--- src/rtl/ahb_arb_pkg.sv ---
// Shared types for the two-master AHB-Lite arbiter:
// FSM states, HTRANS encodings and the pending-slot control bundle.
package ahb_arb_pkg;

   typedef enum logic {
      ST_IDLE = 1'b0,
      ST_DATA = 1'b1
   } state_t;

   localparam logic [1:0] HTRANS_IDLE   = 2'b00;
   localparam logic [1:0] HTRANS_BUSY   = 2'b01;
   localparam logic [1:0] HTRANS_NONSEQ = 2'b10;
   localparam logic [1:0] HTRANS_SEQ    = 2'b11;

   typedef struct packed {
      logic [2:0] hsize;
      logic [3:0] hprot;
      logic       hwrite;
   } slot_ctrl_t;

endpackage

--- src/rtl/ahb_arb_req_slot.sv ---
// One-deep pending request slot for a single master.
// A capture on the completion edge wins over the clear.
module ahb_arb_req_slot
   import ahb_arb_pkg::*;
#(
   parameter int AW = 32
) (
   input  logic          clk,
   input  logic          rst,
   input  logic [1:0]    i_htrans,
   input  logic [AW-1:0] i_haddr,
   input  slot_ctrl_t    i_ctrl,
   input  logic          i_hready,
   input  logic          i_clr,
   output logic          o_pend,
   output logic [AW-1:0] o_haddr,
   output slot_ctrl_t    o_ctrl
);

   logic w_cap;

   assign w_cap = i_hready &&
                  (i_htrans == HTRANS_NONSEQ || i_htrans == HTRANS_SEQ);

   always_ff @(posedge clk or posedge rst) begin
      if (rst) begin
         o_pend  <= 1'b0;
         o_haddr <= '0;
         o_ctrl  <= '0;
      end else if (w_cap) begin
         o_pend  <= 1'b1;
         o_haddr <= i_haddr;
         o_ctrl  <= i_ctrl;
      end else if (i_clr) begin
         o_pend  <= 1'b0;
      end
   end

endmodule

--- src/rtl/ahb_master_arb2.sv ---
// Two-master (imem/dmem) to one-slave AHB-Lite arbiter, SINGLE transfers,
// non-pipelined: address phase from the pending slot, then one data phase.
module ahb_master_arb2
   import ahb_arb_pkg::*;
#(
   parameter int AHB_WIDTH = 32,
   parameter int DMEM_PRIO = 0
) (
   input  logic                 clk,
   input  logic                 rst,
   input  logic [1:0]           imem_htrans,
   input  logic [AHB_WIDTH-1:0] imem_haddr,
   input  logic [2:0]           imem_hsize,
   input  logic [3:0]           imem_hprot,
   output logic                 imem_hready,
   output logic [AHB_WIDTH-1:0] imem_hrdata,
   output logic                 imem_hresp,
   input  logic [1:0]           dmem_htrans,
   input  logic [AHB_WIDTH-1:0] dmem_haddr,
   input  logic [2:0]           dmem_hsize,
   input  logic [3:0]           dmem_hprot,
   input  logic                 dmem_hwrite,
   input  logic [AHB_WIDTH-1:0] dmem_hwdata,
   output logic                 dmem_hready,
   output logic [AHB_WIDTH-1:0] dmem_hrdata,
   output logic                 dmem_hresp,
   output logic [1:0]           s_htrans,
   output logic [AHB_WIDTH-1:0] s_haddr,
   output logic [2:0]           s_hsize,
   output logic [3:0]           s_hprot,
   output logic                 s_hwrite,
   output logic [AHB_WIDTH-1:0] s_hwdata,
   input  logic                 s_hready,
   input  logic [AHB_WIDTH-1:0] s_hrdata,
   input  logic                 s_hresp
);

   state_t r_state;
   logic   r_own;
   logic   r_last;

   logic                 w_ipend, w_dpend;
   logic [AHB_WIDTH-1:0] w_iaddr, w_daddr;
   slot_ctrl_t           w_ictrl, w_dctrl;
   slot_ctrl_t           w_ictrl_in, w_dctrl_in;
   logic                 w_data, w_own_i, w_own_d;
   logic                 w_clr_i, w_clr_d, w_sel_d, w_any;

   assign w_ictrl_in = '{hsize: imem_hsize, hprot: imem_hprot, hwrite: 1'b0};
   assign w_dctrl_in = '{hsize: dmem_hsize, hprot: dmem_hprot, hwrite: dmem_hwrite};

   assign w_data  = (r_state == ST_DATA);
   assign w_own_i = w_data && !r_own;
   assign w_own_d = w_data && r_own;
   assign w_clr_i = w_own_i && s_hready;
   assign w_clr_d = w_own_d && s_hready;
   assign w_any   = w_ipend || w_dpend;

   // r_last: 0 = imem granted last, 1 = dmem granted last
   assign w_sel_d = w_dpend && (!w_ipend || DMEM_PRIO != 0 || !r_last);

   assign imem_hready = w_ipend ? (w_own_i && s_hready) : 1'b1;
   assign dmem_hready = w_dpend ? (w_own_d && s_hready) : 1'b1;
   assign imem_hrdata = w_own_i ? s_hrdata : '0;
   assign dmem_hrdata = w_own_d ? s_hrdata : '0;
   assign imem_hresp  = w_own_i && s_hresp;
   assign dmem_hresp  = w_own_d && s_hresp;

   ahb_arb_req_slot #(.AW(AHB_WIDTH)) u_imem_slot (
      .clk      (clk),
      .rst      (rst),
      .i_htrans (imem_htrans),
      .i_haddr  (imem_haddr),
      .i_ctrl   (w_ictrl_in),
      .i_hready (imem_hready),
      .i_clr    (w_clr_i),
      .o_pend   (w_ipend),
      .o_haddr  (w_iaddr),
      .o_ctrl   (w_ictrl)
   );

   ahb_arb_req_slot #(.AW(AHB_WIDTH)) u_dmem_slot (
      .clk      (clk),
      .rst      (rst),
      .i_htrans (dmem_htrans),
      .i_haddr  (dmem_haddr),
      .i_ctrl   (w_dctrl_in),
      .i_hready (dmem_hready),
      .i_clr    (w_clr_d),
      .o_pend   (w_dpend),
      .o_haddr  (w_daddr),
      .o_ctrl   (w_dctrl)
   );

   always_ff @(posedge clk or posedge rst) begin
      if (rst) begin
         r_state <= ST_IDLE;
         r_own   <= 1'b0;
         r_last  <= 1'b0;
      end else begin
         unique case (r_state)
            ST_IDLE: begin
               if (w_any && s_hready) begin
                  r_state <= ST_DATA;
                  r_own   <= w_sel_d;
               end
            end
            ST_DATA: begin
               if (s_hready) begin
                  r_state <= ST_IDLE;
                  r_last  <= r_own;
               end
            end
            default: r_state <= ST_IDLE;
         endcase
      end
   end

   always_comb begin
      s_htrans = HTRANS_IDLE;
      s_haddr  = '0;
      s_hsize  = '0;
      s_hprot  = '0;
      s_hwrite = 1'b0;
      s_hwdata = '0;
      if (!w_data && w_any) begin
         s_htrans = HTRANS_NONSEQ;
         s_haddr  = w_sel_d ? w_daddr : w_iaddr;
         s_hsize  = w_sel_d ? w_dctrl.hsize : w_ictrl.hsize;
         s_hprot  = w_sel_d ? w_dctrl.hprot : w_ictrl.hprot;
         s_hwrite = w_sel_d ? w_dctrl.hwrite : w_ictrl.hwrite;
      end
      if (w_data) begin
         s_hwdata = dmem_hwdata;
      end
   end

endmodule

--- config.mk ---
export PLATFORM = sky130hd
export DESIGN_NAME = ahb_master_arb2
export DESIGN_NICKNAME = d
export VERILOG_FILES = /design/src/rtl/ahb_arb_pkg.sv /design/src/rtl/ahb_arb_req_slot.sv /design/src/rtl/ahb_master_arb2.sv
export SDC_FILE = /design/constraint.sdc
export NUM_CORES = 1
export LEC_CHECK = 0
export CORE_ASPECT_RATIO = 0.9
export CORE_MARGIN = 2
export CORE_UTILIZATION = 37
export DETAILED_ROUTE_END_ITERATION = 10
export PLACE_DENSITY = 0.82
export SYNTH_ARGS = -nofsm -noshare
export SYNTH_HDL_FRONTEND = slang
export SYNTH_SLANG_ARGS = --single-unit
--- constraint.sdc ---
create_clock -name clk -period 3.1 [get_ports clk]
set_input_delay 0.62 -clock clk [delete_from_list [all_inputs] [get_ports clk]]
set_output_delay 0.62 -clock clk [all_outputs]
set_load 0.03 [all_outputs]
# Yosys cells after proc, flatten, opt, wreduce, memory -nomap -nowiden
# Index checks and enable logic that the tools add are counted.
[op_classes]
bitwise_logic = 1
muxes = 21
eq_ne = 4
n_reduce_logical = 23
[op_table]
columns = ["op", "count"]
rows = [
  ["two-way mux 32 bit", 5],
  ["logical AND 1 bit", 11],
  ["two-way mux 1 bit", 10],
  ["== test 2 bit (second input constant)", 4],
  ["two-way mux 4 bit", 2],
  ["two-way mux 3 bit", 2],
  ["zero test 1 bit", 4],
  ["logical OR 1 bit", 4],
  ["AND reduction 2 bit", 2],
  ["nonzero test 2 bit", 2],
  ["two-way mux 2 bit", 1],
  ["case mux 1 bit (2 select lines)", 1],
  ["inverter 1 bit", 1],
]
[word_totals]
elab_cells = 61
regBits = 84
input_bits = 151

# Longest topological paths before layout
# Gate-level depths: netlist of run 1.
[depth]
word_depth = 6
ltp_mapped = 6
depth_no_buf = 5

# Cells and area by module
# From an unflattened synthesis of run 1, not the netlist that was laid out.
[hier_totals]
hier_cells = 454
hier_area_um2 = 5565.3
[by_module_without_submodules]
columns = ["mod", "area_per_inst_um2", "cells_each", "seq_area_each_um2", "n_inst"]
rows = [
  ["ahb_arb_req_slot", 1686.6, 89, 1026.0, 2],
  ["ahb_master_arb2", 2192.1, 276, 75.1, 1],
]

# Worst setup path before layout of run 1
# No wires, ideal clock.
[synth_timing]
kind = "register to output"
startpoint = "register u_dmem_slot.o_pend"
endpoint = "output port s_haddr[21]"
arrival_ns = 1.553
stages_incl_launch_ff = 6
setup_slack_ns = 0.927
cell_sequence = "dfrtp_1 > a21bo_2 > buf_2 > buf_2 > nand2_1 > a21oi_1"
[synth_between]
elab_chain_len = 3
word_cells_on_any_way = 5
cone_classes = "mux (2); reduce/logical (3)"
[synth_lines]
columns = ["item", "line_no", "text"]
rows = [
  ["from (decl)", "ahb_arb_req_slot.sv:15", "output logic o_pend,"],
  ["from (signal assigned)", "ahb_arb_req_slot.sv:27", "o_pend <= 1'b0;"],
  ["from (signal assigned)", "ahb_arb_req_slot.sv:31", "o_pend <= 1'b1;"],
  ["from (signal assigned)", "ahb_arb_req_slot.sv:35", "o_pend <= 1'b0;"],
  ["logical AND 1 bit or logical OR 1 bit (tied branches)", "ahb_master_arb2.sv:60, ahb_master_arb2.sv:57", ""],
  ["two-way mux 32 bit or logical AND 1 bit (tied branches)", "ahb_master_arb2.sv:128, ahb_master_arb2.sv:126", ""],
  ["two-way mux 32 bit *", "ahb_master_arb2.sv:126", "if (!w_data && w_any) begin"],
  ["to (decl)", "ahb_master_arb2.sv:28", "output logic [AHB_WIDTH-1:0] s_haddr,"],
]
# Every way passes the cells marked *; elsewhere a longest branch is shown, timed or not.

# Worst setup path in the final report of run 1
# Same ends and word-level chain as after synthesis.

==> flow_metrics.env, run 1 <==
export IMPL_drtIter0Drc=232
export IMPL_synth_flop_cell="dfrtp_1"
export IMPL_synth_top_cells_by_count="84 x dfrtp_1, 84 x nand2_1, 65 x and2_1"
export IMPL_hold_viol=0
export IMPL_fp_dieH_microns=109
export IMPL_finClkSkew_ns=0.00576
export IMPL_period_share_pct=95.4
export IMPL_htree_levels=3
export IMPL_syn_inst=436
export IMPL_grt_usage_pct=23.7
export IMPL_layout_drive_gt1_share_pct=21.3
export IMPL_slowest_stage="clkdlybuf4s50_1"
export IMPL_yosysTopAreaCell="dfrtp_1"
export IMPL_synth_xor_area_share_pct=0
export IMPL_synth_edf_count=0
export IMPL_synth_area_sq_mm=0.00454
export IMPL_insertion_delay_ns=0.33
export IMPL_power_density_mw_per_mm2=898
export IMPL_tns_ns=0
export IMPL_core_area_sq_mm=0.0120
export IMPL_grt_pass1_vias=4262
export IMPL_holdWs_ns=0.507
export IMPL_hold_path_class="reg -> reg"
export IMPL_setup_viol=0
export IMPL_critPathTopFamily="buffers and inverters"
export IMPL_fin_nets=865
export IMPL_start_util_pct=37.7
export IMPL_ys_async_sr_fraction_pct=100
export IMPL_avgRoutedWirePerCell_microns=18.2
export IMPL_num_vias=4223
export IMPL_io_pins=293
export IMPL_synthesis_nets=587
export IMPL_path_buf_inv=2
export IMPL_port_buffers=289
export IMPL_yosysTopAreaCellShare_pct=46.3
export IMPL_die_x_microns=121
export IMPL_synth_top_family_by_area="simple AND/OR/NAND/NOR gates"
export IMPL_path_cells="a21boi_4 > buf_12 > nand2_1 > a21oi_1 > clkdlybuf4s50_1"
export IMPL_tightest_slew_ns=0.680
export IMPL_diodes=0
export IMPL_cp_depth=5
export IMPL_dpl_cell_area_sq_mm=0.00749
export IMPL_synth_area_top_cells="dfrtp_1 46%, mux2_2 15%, and2_1 9.0%"
export IMPL_grt_overflow_total=0
export IMPL_max_slew_margin_pct=54.6
export IMPL_cp_arrival_ns=2.34
export IMPL_rows=38
export IMPL_path_class="reg -> out"
export IMPL_dpl_hpwl_microns=12200
export IMPL_leakage_uw=0.00343
export IMPL_slowest_delay_ns=0.73
export IMPL_drt_total_wl_microns=16000
export IMPL_cts_buffer_depth=2
export IMPL_drtPass1Iterations=4
export IMPL_cts_tree="done"
export IMPL_synthAdderAreaFrac_pct=0
export IMPL_crit_path_end_kind="output pin"
export IMPL_utilization_pct=65.1
export IMPL_syn_to_final_growth_pct=72.5
export IMPL_cts_sinks=84
export IMPL_syn_area_per_cell_sq_um=10.4
export IMPL_dieArea_sq_mm=0.0132
export IMPL_crit_fanout=41
export IMPL_fmax_mhz=338
export IMPL_synth_seq_cells=84
export IMPL_rsz0062_at_grt="false"
export IMPL_synth_compound_area_share_pct=5.57
export IMPL_yosysSeqAreaShare_pct=46.3
export IMPL_peakVddDrop_mv=0.493
export IMPL_vias_per_cell=4.80
export IMPL_cts_inserted_buffers=9
export IMPL_drv_slew=0
export IMPL_crit_required_ns=2.48
export IMPL_grt_max_degree=69
export IMPL_grt_pass1_wl_microns=23700
export IMPL_yosysUniqueCellTypes=24
export IMPL_cts_clk_slew_worst_paths_ns=0.06
export IMPL_synth_simple_area_share_pct=21.6
export IMPL_synth_mux_area_share_pct=21.5
export IMPL_drtAntennaViolNets=0
export IMPL_startpoint_type="flop"
export IMPL_ys_warn_count=0
export IMPL_antenna_found_initial=0
export IMPL_drc=0
export IMPL_cts_root_buf="clkbuf_16"
export IMPL_gp_congestion=0.910
export IMPL_outcome="finished clean"
export IMPL_hold_depth=1
export IMPL_post_cts_repair_setup_buffers=0
export IMPL_r2r_cells=5
export IMPL_fin_area_sq_mm=0.00783
export IMPL_period_minus_slack_ns=2.96
export IMPL_maxCapViolations=0
-- final timing paths --
| path | slack [ns] | endpoint | start |
|---|---|---|---|
| max | 0.14 | s_haddr[21] | u_dmem_slot.o_pend |
| min | 0.51 | u_imem_slot.o_haddr[10] | u_imem_slot.o_haddr[10] |
| max reg2reg | 1.00 | u_dmem_slot.o_haddr[27] | r_state |
| min reg2reg | 0.51 | u_imem_slot.o_haddr[10] | u_imem_slot.o_haddr[10] |
| max in group asynchronous | 1.73 | u_dmem_slot.o_ctrl[1] | rst |
| min in group asynchronous | 0.69 | u_dmem_slot.o_haddr[14] | rst |
-- registers in the layout (all words and copies together), names as in the netlist --
signal               cells
u_dmem_slot.o_haddr     32
u_imem_slot.o_haddr     32
u_dmem_slot.o_ctrl       8
u_imem_slot.o_ctrl       7
r_last                   1
r_own                    1
r_state                  1
u_dmem_slot.o_pend       1
u_imem_slot.o_pend       1
-- through the flow --
| step | setup WS (ns) | instances | power, uW |
|---|---|---|---|
| after floorplan | 0.315 | 436 | 4320 |
| after global placement | 0.272 | 863 | 5700 |
| after detailed placement | 0.259 | 863 | 5810 |
| after CTS | 0.0841 | 879 | 7080 |
| after global routing | 0.0298 | 879 | 7390 |
| final | 0.142 | 879 | 7030 |
-- kinds of logic after synthesis --
logic type | count (synthesis)
buf+inv | 38
other cells | 1
flops | 84
compound gates | 45
simple gates | 188
mux | 80
-- per-layer routing --
layer | GRT usage (%) | vias to the layer above | part of all wire, %
li1 | - | 2005 | -
met4 | 4.73 | 0 | 0.93
met5 | 0 | - | 0
met1 | 29.8 | 2039 | 42
met2 | 39.1 | 169 | 48
met3 | 9.36 | 10 | 9.2
-- worst register-to-register path, cell delays in order (launching register included) --
cell and delay (ns):
dfrtp_1 0.34, buf_4 0.45, nand3_2 0.21, a21boi_4 0.21
buf_4 0.37, mux2_2 0.41
-- cells in the final DEF, fill, tap and decap left out, types with 2 or more instances in the layout --
| master | synthesis | final |
|---|---|---|
| and3_1 | 34 | 34 |
| inv_6 | 0 | 2 |
| a21boi_4 | 1 | 3 |
| nand2b_1 | 2 | 2 |
| a21oi_1 | 39 | 39 |
| buf_12 | 1 | 2 |
| clkbuf_16 | 0 | 9 |
| inv_1 | 3 | 2 |
| clkdlybuf4s50_1 | 0 | 254 |
| buf_4 | 3 | 46 |
| bufinv_16 | 0 | 3 |
| nand2_1 | 84 | 84 |
| mux2_4 | 20 | 20 |
| and2_1 | 65 | 65 |
| mux2_2 | 60 | 60 |
| dfrtp_1 | 84 | 83 |
| clkinv_2 | 0 | 2 |
-- power by group --
| group | switching, uW | leakage, uW | total (uW) | internal (uW) |
|---|---|---|---|---|
| logic | 2060 | 0.00228 | 3850 | 1780 |
| registers | 298 | 0.000988 | 1940 | 1640 |
| clock network | 452 | 0.000170 | 1250 | 793 |
-- cell type report --
cell class,instances,area [sq um]
multi-input cells,314,2240
well taps,160,200
flip-flops and latches,84,2100
inverters,3,12.5
fillers,941,4200
repair buffers,302,2930
clock buffers,9,225
clock inverters,7,121
-- what timing repair did --
item	4_1_cts	5_1_grt
hold buffers	0	0
setup endpoints to repair	0	5
gates resized for setup	0	1
No activity file was read; power rests on OpenSTA's default activity.
==> run 2, diff against run 1 <==
--- a/config.mk
+++ b/config.mk
@@ -5,6 +5,7 @@
 export SDC_FILE = /design/constraint.sdc
 export NUM_CORES = 1
 export LEC_CHECK = 0
+export CAP_MARGIN = 20
 export CORE_ASPECT_RATIO = 0.9
 export CORE_MARGIN = 2
 export CORE_UTILIZATION = 37
==> results of run 2 <==
Final layout, timing and power as in run 1 (identical DEF).
==> run 3, diff against run 2 <==
--- a/config.mk
+++ b/config.mk
@@ -8,9 +8,10 @@
 export CAP_MARGIN = 20
 export CORE_ASPECT_RATIO = 0.9
 export CORE_MARGIN = 2
-export CORE_UTILIZATION = 37
+export CORE_UTILIZATION = 34
+export CTS_BUF_LIST = sky130_fd_sc_hd__clkbuf_8
 export DETAILED_ROUTE_END_ITERATION = 10
-export PLACE_DENSITY = 0.82
+export PLACE_DENSITY = 0.79
 export SYNTH_ARGS = -nofsm -noshare
 export SYNTH_HDL_FRONTEND = slang
 export SYNTH_SLANG_ARGS = --single-unit
==> constraint.sdc (replaced) <==
create_clock -name clk -period 2.6 [get_ports clk]
set_input_delay 0.52 -clock clk [delete_from_list [all_inputs] [get_ports clk]]
set_output_delay 0.52 -clock clk [all_outputs]
set_load 0.03 [all_outputs]
==> flow_metrics.env, run 3 (same netlist as run 1, synthesis figures left out) <==
export IMPL_crit_fanout=3
export IMPL_setup_viol=0
export IMPL_cts_resized=37
export IMPL_holdWs_ns=0.513
export IMPL_hold_depth=1
export IMPL_cts_root_buf="clkbuf_8"
export IMPL_outcome="finished clean"
export IMPL_whs_endpoint="u_imem_slot.o_haddr[10]"
export IMPL_drc=0
export IMPL_htree_levels=3
export IMPL_tns_ns=0
export IMPL_fp_dieH_microns=114
export IMPL_cts_inserted_buffers=9
export IMPL_slowest_delay_ns=0.60
export IMPL_tightest_slew_ns=0.514
export IMPL_timing_rr_start="r_state"
export IMPL_period_share_pct=91.5
export IMPL_hold_viol=0
export IMPL_gp_congestion=0.953
export IMPL_crit_path_end_kind="output pin"
export IMPL_path_class="reg -> out"
export IMPL_layout_setup_ws_ns=0.220
export IMPL_grt_max_degree=85
export IMPL_drv_slew=0
export IMPL_fmax_mhz=420
export IMPL_cts_sinks=84
export IMPL_avgRoutedWirePerCell_microns=18.3
export IMPL_grt_pass1_vias=4415
export IMPL_grt_pass1_wl_microns=24700
export IMPL_stdcell_count=887
export IMPL_start_util_pct=34.4
export IMPL_hold_path_class="reg -> reg"
export IMPL_io_pins=293
export IMPL_vias_per_cell=4.73
export IMPL_port_buffers=289
export IMPL_period_minus_slack_ns=2.38
export IMPL_cts_buffer_depth=2
export IMPL_num_vias=4194
export IMPL_slowest_stage="clkdlybuf4s50_1"
export IMPL_drt_total_wl_microns=16200
export IMPL_maxCapViolations=0
export IMPL_cts_clk_slew_worst_paths_ns=0.08
export IMPL_antenna_found_initial=0
export IMPL_drtAntennaViolNets=0
export IMPL_layout_commonest_cell="clkdlybuf4s50_1"
export IMPL_drtPass1Iterations=5
export IMPL_r2r_end="u_dmem_slot.o_ctrl[5]"
export IMPL_reg_largest_list="u_dmem_slot.o_haddr x32, u_imem_slot.o_haddr x32, u_dmem_slot.o_ctrl x8"
export IMPL_leakage_uw=0.00367
export IMPL_cts_tree="done"
export IMPL_r2r_cells=5
export IMPL_grt_usage_pct=22.2
export IMPL_timing_reg2reg_setup_slack_ns=0.58
export IMPL_hold_buffers=0
export IMPL_insertion_delay_ns=0.35
export IMPL_pre_cts_ws_ns=0.271
export IMPL_layout_common_cells="149 x clkdlybuf4s50_1, 96 x buf_4, 84 x nand2_1, 84 x dfrtp_1, 65 x and2_1"
export IMPL_dieArea_sq_mm=0.0143
export IMPL_die_x_microns=126
export IMPL_peakVddDrop_mv=0.548
export IMPL_cp_arrival_ns=1.86
export IMPL_power_uw=7810
export IMPL_syn_to_final_growth_pct=70.7
export IMPL_finClkSkew_ns=0.00441
export IMPL_path_cells="buf_4 > o21ai_4 > inv_1 > clkdlybuf4s50_1"
export IMPL_min_from="u_imem_slot.o_haddr[10]"
export IMPL_startpoint_type="flop"
export IMPL_diodes=0
export IMPL_rsz0062_at_grt="false"
export IMPL_grt_overflow_total=0
export IMPL_crit_required_ns=2.08
export IMPL_dp_cells=872
export IMPL_rows=40
export IMPL_layout_drive_gt1_share_pct=30.6
export IMPL_max_slew_margin_pct=65.8
export IMPL_critPathTopFamily="buffers and inverters"
export IMPL_path_buf_inv=3
export IMPL_dpl_hpwl_microns=12200
export IMPL_drtIter0Drc=239
export IMPL_post_cts_repair_setup_buffers=0
export IMPL_fin_nets=866
export IMPL_core_area_sq_mm=0.0132
export IMPL_power_density_mw_per_mm2=1010
==> run 3: cell types whose count changed in the layout (fill, tap and decap cells not counted), moves of 2 or more <==
| cell | previous run | this run |
|---|---|---|
| clkbuf_8 | 0 | 10 |
| clkinvlp_4 | 0 | 2 |
| clkdlybuf4s50_1 | 254 | 149 |
| clkbuf_16 | 9 | 0 |
| buf_12 | 2 | 21 |
| clkinv_2 | 2 | 0 |
| buf_4 | 46 | 96 |
| dlygate4sd2_1 | 0 | 37 |
==> run 3: metal layers <==
metal | share of wire (%) | global-route usage [%] | up-vias
met5 | 0 | 0 | -
met1 | 41 | 27.5 | 2009
met3 | 9.6 | 8.91 | 19
li1 | - | - | 2001
met2 | 48 | 36.9 | 165
met4 | 1.3 | 4.62 | 0
==> run 3: stage by stage <==
step,util (%),area [sq um]
after global routing,58.7,7750
after global placement,57.3,7570
final,58.7,7750
after floorplan,-,4540
after detailed placement,57.3,7570
after CTS,58.7,7750
==> run 3: worst max-delay path by stage <==
| stage | startpoint | to | cells past startpoint |
|---|---|---|---|
| 6_report | u_imem_slot.o_pend | s_htrans[1] | 4 |
| 5_1_grt | u_imem_slot.o_pend | s_haddr[20] | 5 |
| 4_1_cts | u_imem_slot.o_pend | s_haddr[18] | 5 |
| 3_5_place_dp | s_hready | u_dmem_slot.o_haddr[3] | 5 |
| 3_3_place_gp | u_imem_slot.o_pend | s_haddr[18] | 5 |
| 2_1_floorplan | u_dmem_slot.o_pend | s_haddr[21] | 5 |
==> run 3: layout make-up <==
type                    instances  area [sq um]
multi-input cells             314          2240
fillers                      1094          5460
inverters                       3          15.0
flip-flops and latches         84          2100
clock buffers                  10           138
well taps                     168           210
repair buffers                303          2960
clock inverters                 5          85.1
==> run 3: report_power, final <==
part | internal (uW) | switching (uW) | total, uW
clock network | 567 | 484 | 1050
logic | 1970 | 2470 | 4450
registers | 1960 | 357 | 2310
total | 4500 | 3310 | 7810
==> run 3: worst register-to-register path, delay by kind of cell, from the launching register on <==
kind            cells  cell delay (ns)
mux                 1             0.38
flops               1             0.35
simple gates        1             0.22
buf+inv             2             0.72
compound gates      1             0.24
